$ cat src/rtl/reg_file_pkg.sv
// Shared types and helpers for the ID-stage register file with bypass and pending scoreboard.
package reg_file_pkg;

  typedef enum logic {
    ST_CLEAR = 1'b0,
    ST_RUN   = 1'b1
  } rf_state_e;

  localparam int RF_BUS_W = 256;
  localparam int RF_SEL_W = 64;

  // Slice field p (each w bits wide) out of a packed multi-port bus.
  function automatic logic [RF_SEL_W-1:0] rf_port_sel(
    input logic [RF_BUS_W-1:0] bus,
    input int                  p,
    input int                  w
  );
    logic [RF_BUS_W-1:0] shifted;
    logic [RF_BUS_W-1:0] mask;
    shifted = bus >> (p * w);
    mask    = (RF_BUS_W'(1) << w) - RF_BUS_W'(1);
    return RF_SEL_W'(shifted & mask);
  endfunction

endpackage

$ cat src/rtl/rf_read_port.sv
// One combinational read port: zero register, same-cycle write bypass, then stored data and pending bit.
module rf_read_port #(
  parameter int DATA_W   = 32,
  parameter int ADDR_W   = 5,
  parameter int BYPASS   = 1,
  parameter int ZERO_REG = 1
) (
  input  logic              run,
  input  logic [ADDR_W-1:0] addr,
  input  logic              wr_en,
  input  logic [ADDR_W-1:0] wr_addr,
  input  logic [DATA_W-1:0] wr_data,
  input  logic [DATA_W-1:0] entry_data,
  input  logic              entry_busy,
  output logic [DATA_W-1:0] data,
  output logic              busy
);

  logic zero_hit;
  logic byp_hit;

  assign zero_hit = (ZERO_REG != 0) && (addr == '0);
  assign byp_hit  = (BYPASS != 0) && wr_en && (wr_addr == addr);

  // While the clear sweep runs, storage is not yet valid, so everything reads as idle zero.
  always_comb begin
    data = '0;
    busy = 1'b0;
    if (run && !zero_hit) begin
      if (byp_hit) begin
        data = wr_data;
      end else begin
        data = entry_data;
        busy = entry_busy;
      end
    end
  end

endmodule

$ cat src/rtl/reg_file_sb.sv
// Multi-read-port register file with write bypass, per-register pending scoreboard and reset clear sweep.
//   state    | meaning
//   ST_CLEAR | sweeping zeros into every entry, traffic ignored, ready=0
//   ST_RUN   | normal operation, ready=1
module reg_file_sb
  import reg_file_pkg::*;
#(
  parameter int DATA_W   = 32,
  parameter int NUM_REGS = 32,
  parameter int ADDR_W   = $clog2(NUM_REGS),
  parameter int NUM_RD   = 2,
  parameter int BYPASS   = 1,
  parameter int ZERO_REG = 1
) (
  input  logic                     clk,
  input  logic                     rst_n,
  input  logic [NUM_RD*ADDR_W-1:0] rd_addr,
  output logic [NUM_RD*DATA_W-1:0] rd_data,
  output logic [NUM_RD-1:0]        rd_busy,
  input  logic                     wr_en,
  input  logic [ADDR_W-1:0]        wr_addr,
  input  logic [DATA_W-1:0]        wr_data,
  input  logic                     issue_en,
  input  logic [ADDR_W-1:0]        issue_addr,
  input  logic                     flush,
  output logic                     ready
);

  localparam logic [ADDR_W-1:0] CNT_LAST = ADDR_W'(NUM_REGS - 1);

  rf_state_e           state_q;
  rf_state_e           state_d;
  logic [ADDR_W-1:0]   cnt_q;
  logic [ADDR_W-1:0]   cnt_d;
  logic [NUM_REGS-1:0] pending_q;
  logic [NUM_REGS-1:0] pending_d;
  logic [DATA_W-1:0]   entry [NUM_REGS];
  logic                run;
  logic                wr_keep;
  logic                issue_keep;
  logic [RF_BUS_W-1:0] rd_addr_bus;

  assign run         = (state_q == ST_RUN);
  assign ready       = run;
  assign wr_keep     = wr_en && !((ZERO_REG != 0) && (wr_addr == '0));
  assign issue_keep  = issue_en && !((ZERO_REG != 0) && (issue_addr == '0));
  assign rd_addr_bus = RF_BUS_W'(rd_addr);

  always_ff @(posedge clk or negedge rst_n) begin
    if (!rst_n) begin
      state_q <= ST_CLEAR;
      cnt_q   <= '0;
    end else begin
      state_q <= state_d;
      cnt_q   <= cnt_d;
    end
  end

  always_comb begin
    state_d = state_q;
    cnt_d   = cnt_q;
    case (state_q)
      ST_CLEAR: begin
        cnt_d = cnt_q + 1'b1;
        if (cnt_q == CNT_LAST) begin
          state_d = ST_RUN;
        end
      end
      ST_RUN:  state_d = ST_RUN;
      default: state_d = ST_CLEAR;
    endcase
  end

  // Storage has no reset of its own; the sweep is what initialises it.
  always_ff @(posedge clk) begin
    if (state_q == ST_CLEAR) begin
      entry[cnt_q] <= '0;
    end else if (wr_keep) begin
      entry[wr_addr] <= wr_data;
    end
  end

  // A same-edge issue to the register being written wins: a newer producer is in flight.
  always_comb begin
    pending_d = pending_q;
    if (!run || flush) begin
      pending_d = '0;
    end else begin
      if (wr_en) begin
        pending_d[wr_addr] = 1'b0;
      end
      if (issue_keep) begin
        pending_d[issue_addr] = 1'b1;
      end
    end
  end

  always_ff @(posedge clk or negedge rst_n) begin
    if (!rst_n) begin
      pending_q <= '0;
    end else begin
      pending_q <= pending_d;
    end
  end

  for (genvar p = 0; p < NUM_RD; p++) begin : g_rd
    logic [ADDR_W-1:0] addr_p;

    assign addr_p = ADDR_W'(rf_port_sel(rd_addr_bus, p, ADDR_W));

    rf_read_port #(
      .DATA_W   (DATA_W),
      .ADDR_W   (ADDR_W),
      .BYPASS   (BYPASS),
      .ZERO_REG (ZERO_REG)
    ) u_port (
      .run        (run),
      .addr       (addr_p),
      .wr_en      (wr_en),
      .wr_addr    (wr_addr),
      .wr_data    (wr_data),
      .entry_data (entry[addr_p]),
      .entry_busy (pending_q[addr_p]),
      .data       (rd_data[p*DATA_W +: DATA_W]),
      .busy       (rd_busy[p])
    );
  end

endmodule

$ cat config.mk
export PLATFORM = sky130hd
export DESIGN_NAME = reg_file_sb
export DESIGN_NICKNAME = d
export VERILOG_FILES = /design/src/rtl/reg_file_pkg.sv /design/src/rtl/rf_read_port.sv /design/src/rtl/reg_file_sb.sv
export SDC_FILE = /design/constraint.sdc
export NUM_CORES = 1
export LEC_CHECK = 0
export BUFFER_PORTS_ARGS = -buffer_cell sky130_fd_sc_hd__buf_2
export CAP_MARGIN = 30
export CORE_ASPECT_RATIO = 1.1
export CORE_UTILIZATION = 50
export CTS_BUF_LIST = sky130_fd_sc_hd__clkbuf_8
export CTS_CLUSTER_SIZE = 28
export DETAILED_ROUTE_END_ITERATION = 10
export PLACE_DENSITY = 0.66
export SYNTH_ARGS = -nofsm -noshare
export SYNTH_HDL_FRONTEND = slang
export SYNTH_SLANG_ARGS = --single-unit
$ cat constraint.sdc
create_clock -name clk -period 3.76 [get_ports clk]
set_input_delay 0 -clock clk [delete_from_list [all_inputs] [get_ports clk]]
set_output_delay 0 -clock clk [all_outputs]
set_load 0.005 [all_outputs]
After elaboration in Yosys (flattened, before gate mapping). Memory sizes are Yosys's and may differ from the RTL's. Cells that the tools add are included.

Bits in writable memories: 1024. Memories kept: 1. Output and inout port bits: 67. Flip-flop bits (word level): 38. Input bits: 57.

Memory list: entry (depth 32, bits a word 32, rd ports 2, clocked after memory_dff 0, wr ports 1, RTL line reg_file_sb.sv:37) `logic [DATA_W-1:0] entry [NUM_REGS];`.

Muxes and demuxes: 29. Eq/ne operators: 3. Magnitude comparators: 6. Add/sub/neg operators: 1. Reduce and logical (&&, ||, !) cells: 19. Bitwise operators: 4.

Operator list (number): 2-to-1 mux 32 bit (9); AND 32 bit (1); inverter 32 bit (1); bitwise OR 32 bit (1); OR reduction 32 bit (1); less-than comparator 5 x 6 -> 1 bit, second input constant (4); zero test 5 bit (4); 2-to-1 mux 1 bit (14); binary-select mux 1 bit (select 5 bit) (2); demux 1 bit (select 5 bit) (2); equality test 5 bit (2); greater-or-equal comparator 5 x 1 -> 1 bit, second input constant (2); logical AND 1 bit (8); adder 5 x 1 -> 5 bit, second input constant (1); equality test 5 bit, second input constant (1); zero test 1 bit (5); 2-to-1 mux 5 bit (1); one-hot mux 1 bit (2 select lines) (1); logical OR 1 bit (1); inverter 1 bit (1).

Longest topological paths before layout.
Depth after elaboration: 11. Gate-level depth with buffers: 10.

By module. Synthesis repeated with hierarchy kept, for this count alone.

Cells, all modules: 3957. Area total of the unflattened synthesis: 52814.4 um2.

Modules (own cells, without submodules): reg_file_sb (cells an instance 3707, times used 1, seq. area each 31700.4 um2, area an instance 51475.6 um2); rf_read_port (cells an instance 125, times used 2, seq. area each 0.0 um2, area an instance 669.4 um2).

Worst setup path after synthesis. OpenSTA, ideal clock, no wires.

Kind: register to register. Start: reg state_q, in the netlist ready. End: mem entry[4][0], enable pin. Arrival time: 2.842 ns. Library setup time: 0.421 ns. Cell stages (with the launch flop): 7. Setup slack: 0.497 ns. Path buffers: 2. Cell sequence: dfrtp_1 buf_2 inv_1 a211oi_2 clkbuf_1 a31oi_1 nor2_1.

Longest elaborated chain between the ends: 4.

RTL lines: start, declared (RTL line reg_file_sb.sv:31) `rf_state_e state_q;`; start signal, assigned (RTL line reg_file_sb.sv:54) `state_q <= state_d;`; 2-to-1 mux 1 bit (RTL line reg_file_sb.sv:76) `if (state_q == ST_CLEAR) begin`; 2-to-1 mux 1 bit (not written as such) (RTL line reg_file_sb.sv:79) `entry[wr_addr] <= wr_data;`; OR reduction 32 bit (no line); 2-to-1 mux 5 bit (no line) / 2-to-1 mux 1 bit (equally long branches); end, declared (RTL line reg_file_sb.sv:37).

Several ways; a longest one is shown, not always the timed one.

Worst setup path in the final report.
Start: reg state_q, in the netlist ready. End: out rd_data[55].

Longest elaborated chain between the ends: 2.

RTL lines: logical AND 1 bit (RTL line rf_read_port.sv:29) `if (run && !zero_hit) begin`; 2-to-1 mux 32 bit (RTL line rf_read_port.sv:29); end, declared (RTL line reg_file_sb.sv:18) `output logic [NUM_RD*DATA_W-1:0] rd_data,`.

No other way between the ends.

==> out/metrics.yaml <==
logic_synthesis:
  ys_ff_latch: 1062
  synth_area_mm2: 0.0507
  synth_most_common_cell: "edfxtp_1"
  yosys-top-cells-area: "edfxtp_1 (61%), mux4_2 (18%), mux2i_1 (5.4%)"
  avgSynthCellArea_um2: 17.9
  synth_fp_nets: 2883
  yosys.area.top_type: "edfxtp_1"
  synth_commonest_cells: "edfxtp_1 (1024), mux4_2 (402), mux2i_1 (273), a21oi_1 (126), buf_2 (105)"
  yosysWarnings: 0
  synth_cells: 2824
  synth_top_area_frac: 0.607
  ys_seq_area_frac: 0.626
  ys_types: 57
  synth_edf_count: 1024
  synthArstFlopShare: 0.0358
  synthFlopType: "edfxtp_1"
detailed_routing:
  routed_via_density: 7.13
  drc: 0
  via_count: 32400
  drt_iter0_markers: 4404
  routed_wl_um: 165000
  dr.pass1.iters: 6
  antenna_left: 0
  post_drt_wl_per_cell_um: 36.3
critical_path:
  cp_common_cell: "buf_4"
  crit_fanout: 32
  worstPathRequired_ns: 3.76
  critPathSlowestCell: "buf_4"
  crit_arrival_ns: 3.17
  crit_path_start_kind: "flip-flop"
  cp-end-kind: "output port"
  path_cells: "buf_4 > o31ai_2 > nor4bb_4 > buf_4 > a22o_1 > buf_2"
  cp_top_family: "buffers and inverters"
  slowest_delay_ns: 0.62
  crit_type: "flip-flop to output port"
  critPathBufInv: 3
cts:
  cts_buffers: 170
  htree_levels: 4
  tritoncts: "yes"
  clock_sinks: 1062
  clk_pin_slew_worst_paths_ns: 0.07
  cts_root_buffer: "clkbuf_8"
  insertion_delay_ns: 0.87
  post_cts_buffers: 0
  clockBufferDepth: 3
sta:
  setup_tns_ns: 0
  post-route-period-util: 0.842
  period_needed_ns: 3.17
  worst_slew_pin_slew_ns: 1.05
  hold_viol_final: 0
  setup_viol: 0
  drv_slew: 0
  slew_headroom: 0.299
  finalClockSkew_ns: 0.0486
  rsz0062_at_grt: "no"
  max_freq_mhz: 316
floorplan:
  num_rows: 122
  core_area_mm2: 0.101
  fp.dieW_um: 306
  initial_utilization: 0.504
  dieArea_mm2: 0.103
  ioPinCount: 124
  die_y_um: 336
pwr:
  finalPower_mw: 25.0
  leakagePower_nw: 20.9
  p_per_area_mw_per_mm2: 432
  ir_drop_mv: 0.355
grt:
  antenna_found_initial: 2
  track_usage: 0.323
  grt_pass1_vias: 32900
  grt_max_degree: 69
  overflow: 0
  grt_first_pass_wirelength_um: 234000
finish:
  finalInstanceArea_mm2: 0.0579
  nets: 3160
  postLayoutCoreUtil: 0.575
  drive_gt1_frac: 0.301
  area_growth_pct: 14.2
worst_hold_path:
  min_path_type: "input port to flip-flop"
status:
  status: "finished clean"
run:
  maxCapViolCount: 0
place:
  port-buffer-count: 123
  dpl_cell_area_mm2: 0.0537
  dp_hpwl_um: 97900
  globalplace.congestion: 0.868
flip-flops by register name, summed over array words and instances (netlist names):
signal / flops
cnt_q: 5
entry: 1024
pending_q: 32
ready: 1
metrics by stage:
stage	hold WS [ns]	setup slack [ns]	cells
6_report	0.0716	0.592	4541
5_1_grt	0.0876	0.489	4540
4_1_cts	0.00301	0.614	4518
3_5_place_dp	0.177	0.767	4151
3_3_place_gp	0.153	0.721	4140
2_1_floorplan	-0.296	0.497	2824
layer usage:
metal,global-route usage,vias up,routed length (um)
li1,-,12700,-
met4,0.171,0,9080
met2,0.514,2288,79100
met3,0.0651,476,17400
met1,0.422,16900,59100
met5,0,-,0
worst paths after layout:
| kind | slack, ns | to | from | depth (start not counted) |
|---|---|---|---|---|
| setup / recovery | 0.59 | rd_data[55] | ready | 6 |
| hold / removal | 0.07 | entry[22][20] | wr_data[20] | 2 |
| setup reg to reg | 0.84 | entry[15][20] | ready | 5 |
| hold reg to reg | 0.56 | pending_q[8] | pending_q[8] | 2 |
| max in group asynchronous | 3.36 | pending_q[2] | rst_n | 4 |
| min in group asynchronous | 0.19 | pending_q[11] | rst_n | 4 |
cells by family (layout without fill, tap and decap cells):
group / count (synthesis) / after routing / share of synthesized area
compound gates: 583 / 583 / 0.0849
simple gates: 226 / 226 / 0.0233
buf+inv: 246 / 658 / 0.0259
xor+xnor: 13 / 13 / 0.00225
other cells: 0 / 3 / 0
fa+ha+maj: 2 / 2 / 0.000494
flops: 1062 / 1062 / 0.626
mux: 692 / 692 / 0.238
layout make-up:
class / count / area, um2
Tap cell: 1302 / 1630
Timing Repair Buffer: 342 / 3270
Sequential cell: 1062 / 31700
Clock inverter: 136 / 868
Multi-Input combinational cell: 1516 / 18000
Inverter: 9 / 33.8
Fill cell: 7382 / 42700
Antenna cell: 3 / 7.51
Clock buffer: 171 / 2350
placed cells by master (no fill, tap or decap), types with 34 or more instances in the layout:
master         Yosys  layout
inv_1              9      59
clkbuf_8           0     171
a21oi_1          126     124
buf_2            105     116
a22o_1            43      43
a22oi_1           97      97
mux4_2           402     402
clkinv_1           0      35
nor2_4             0      34
and2_1            36      34
o221ai_1          46      46
mux2i_1          273     273
dlygate4sd3_1      0      68
dfrtp_1           38      38
nand2_1           54      54
buf_4             32      95
a221oi_1          70      70
edfxtp_1        1024    1024
buf_12             2      37
a211oi_1          66      66
timing repair:
| action | 4_1_cts | 5_1_grt |
|---|---|---|
| hold buffers | 60 | 9 |
| hold endpoints to repair | 695 | 288 |
| endpoints found under the setup margin | 0 | 0 |
| gates resized for setup | 0 | 0 |
power breakdown:
| group | switching (mW) | internal [mW] | total [mW] |
|---|---|---|---|
| clock network | 4.78 | 4.85 | 9.63 |
| logic | 1.46 | 0.887 | 2.34 |
| registers | 0.00896 | 13.0 | 13.0 |
(Power assumes the default switching activity.)
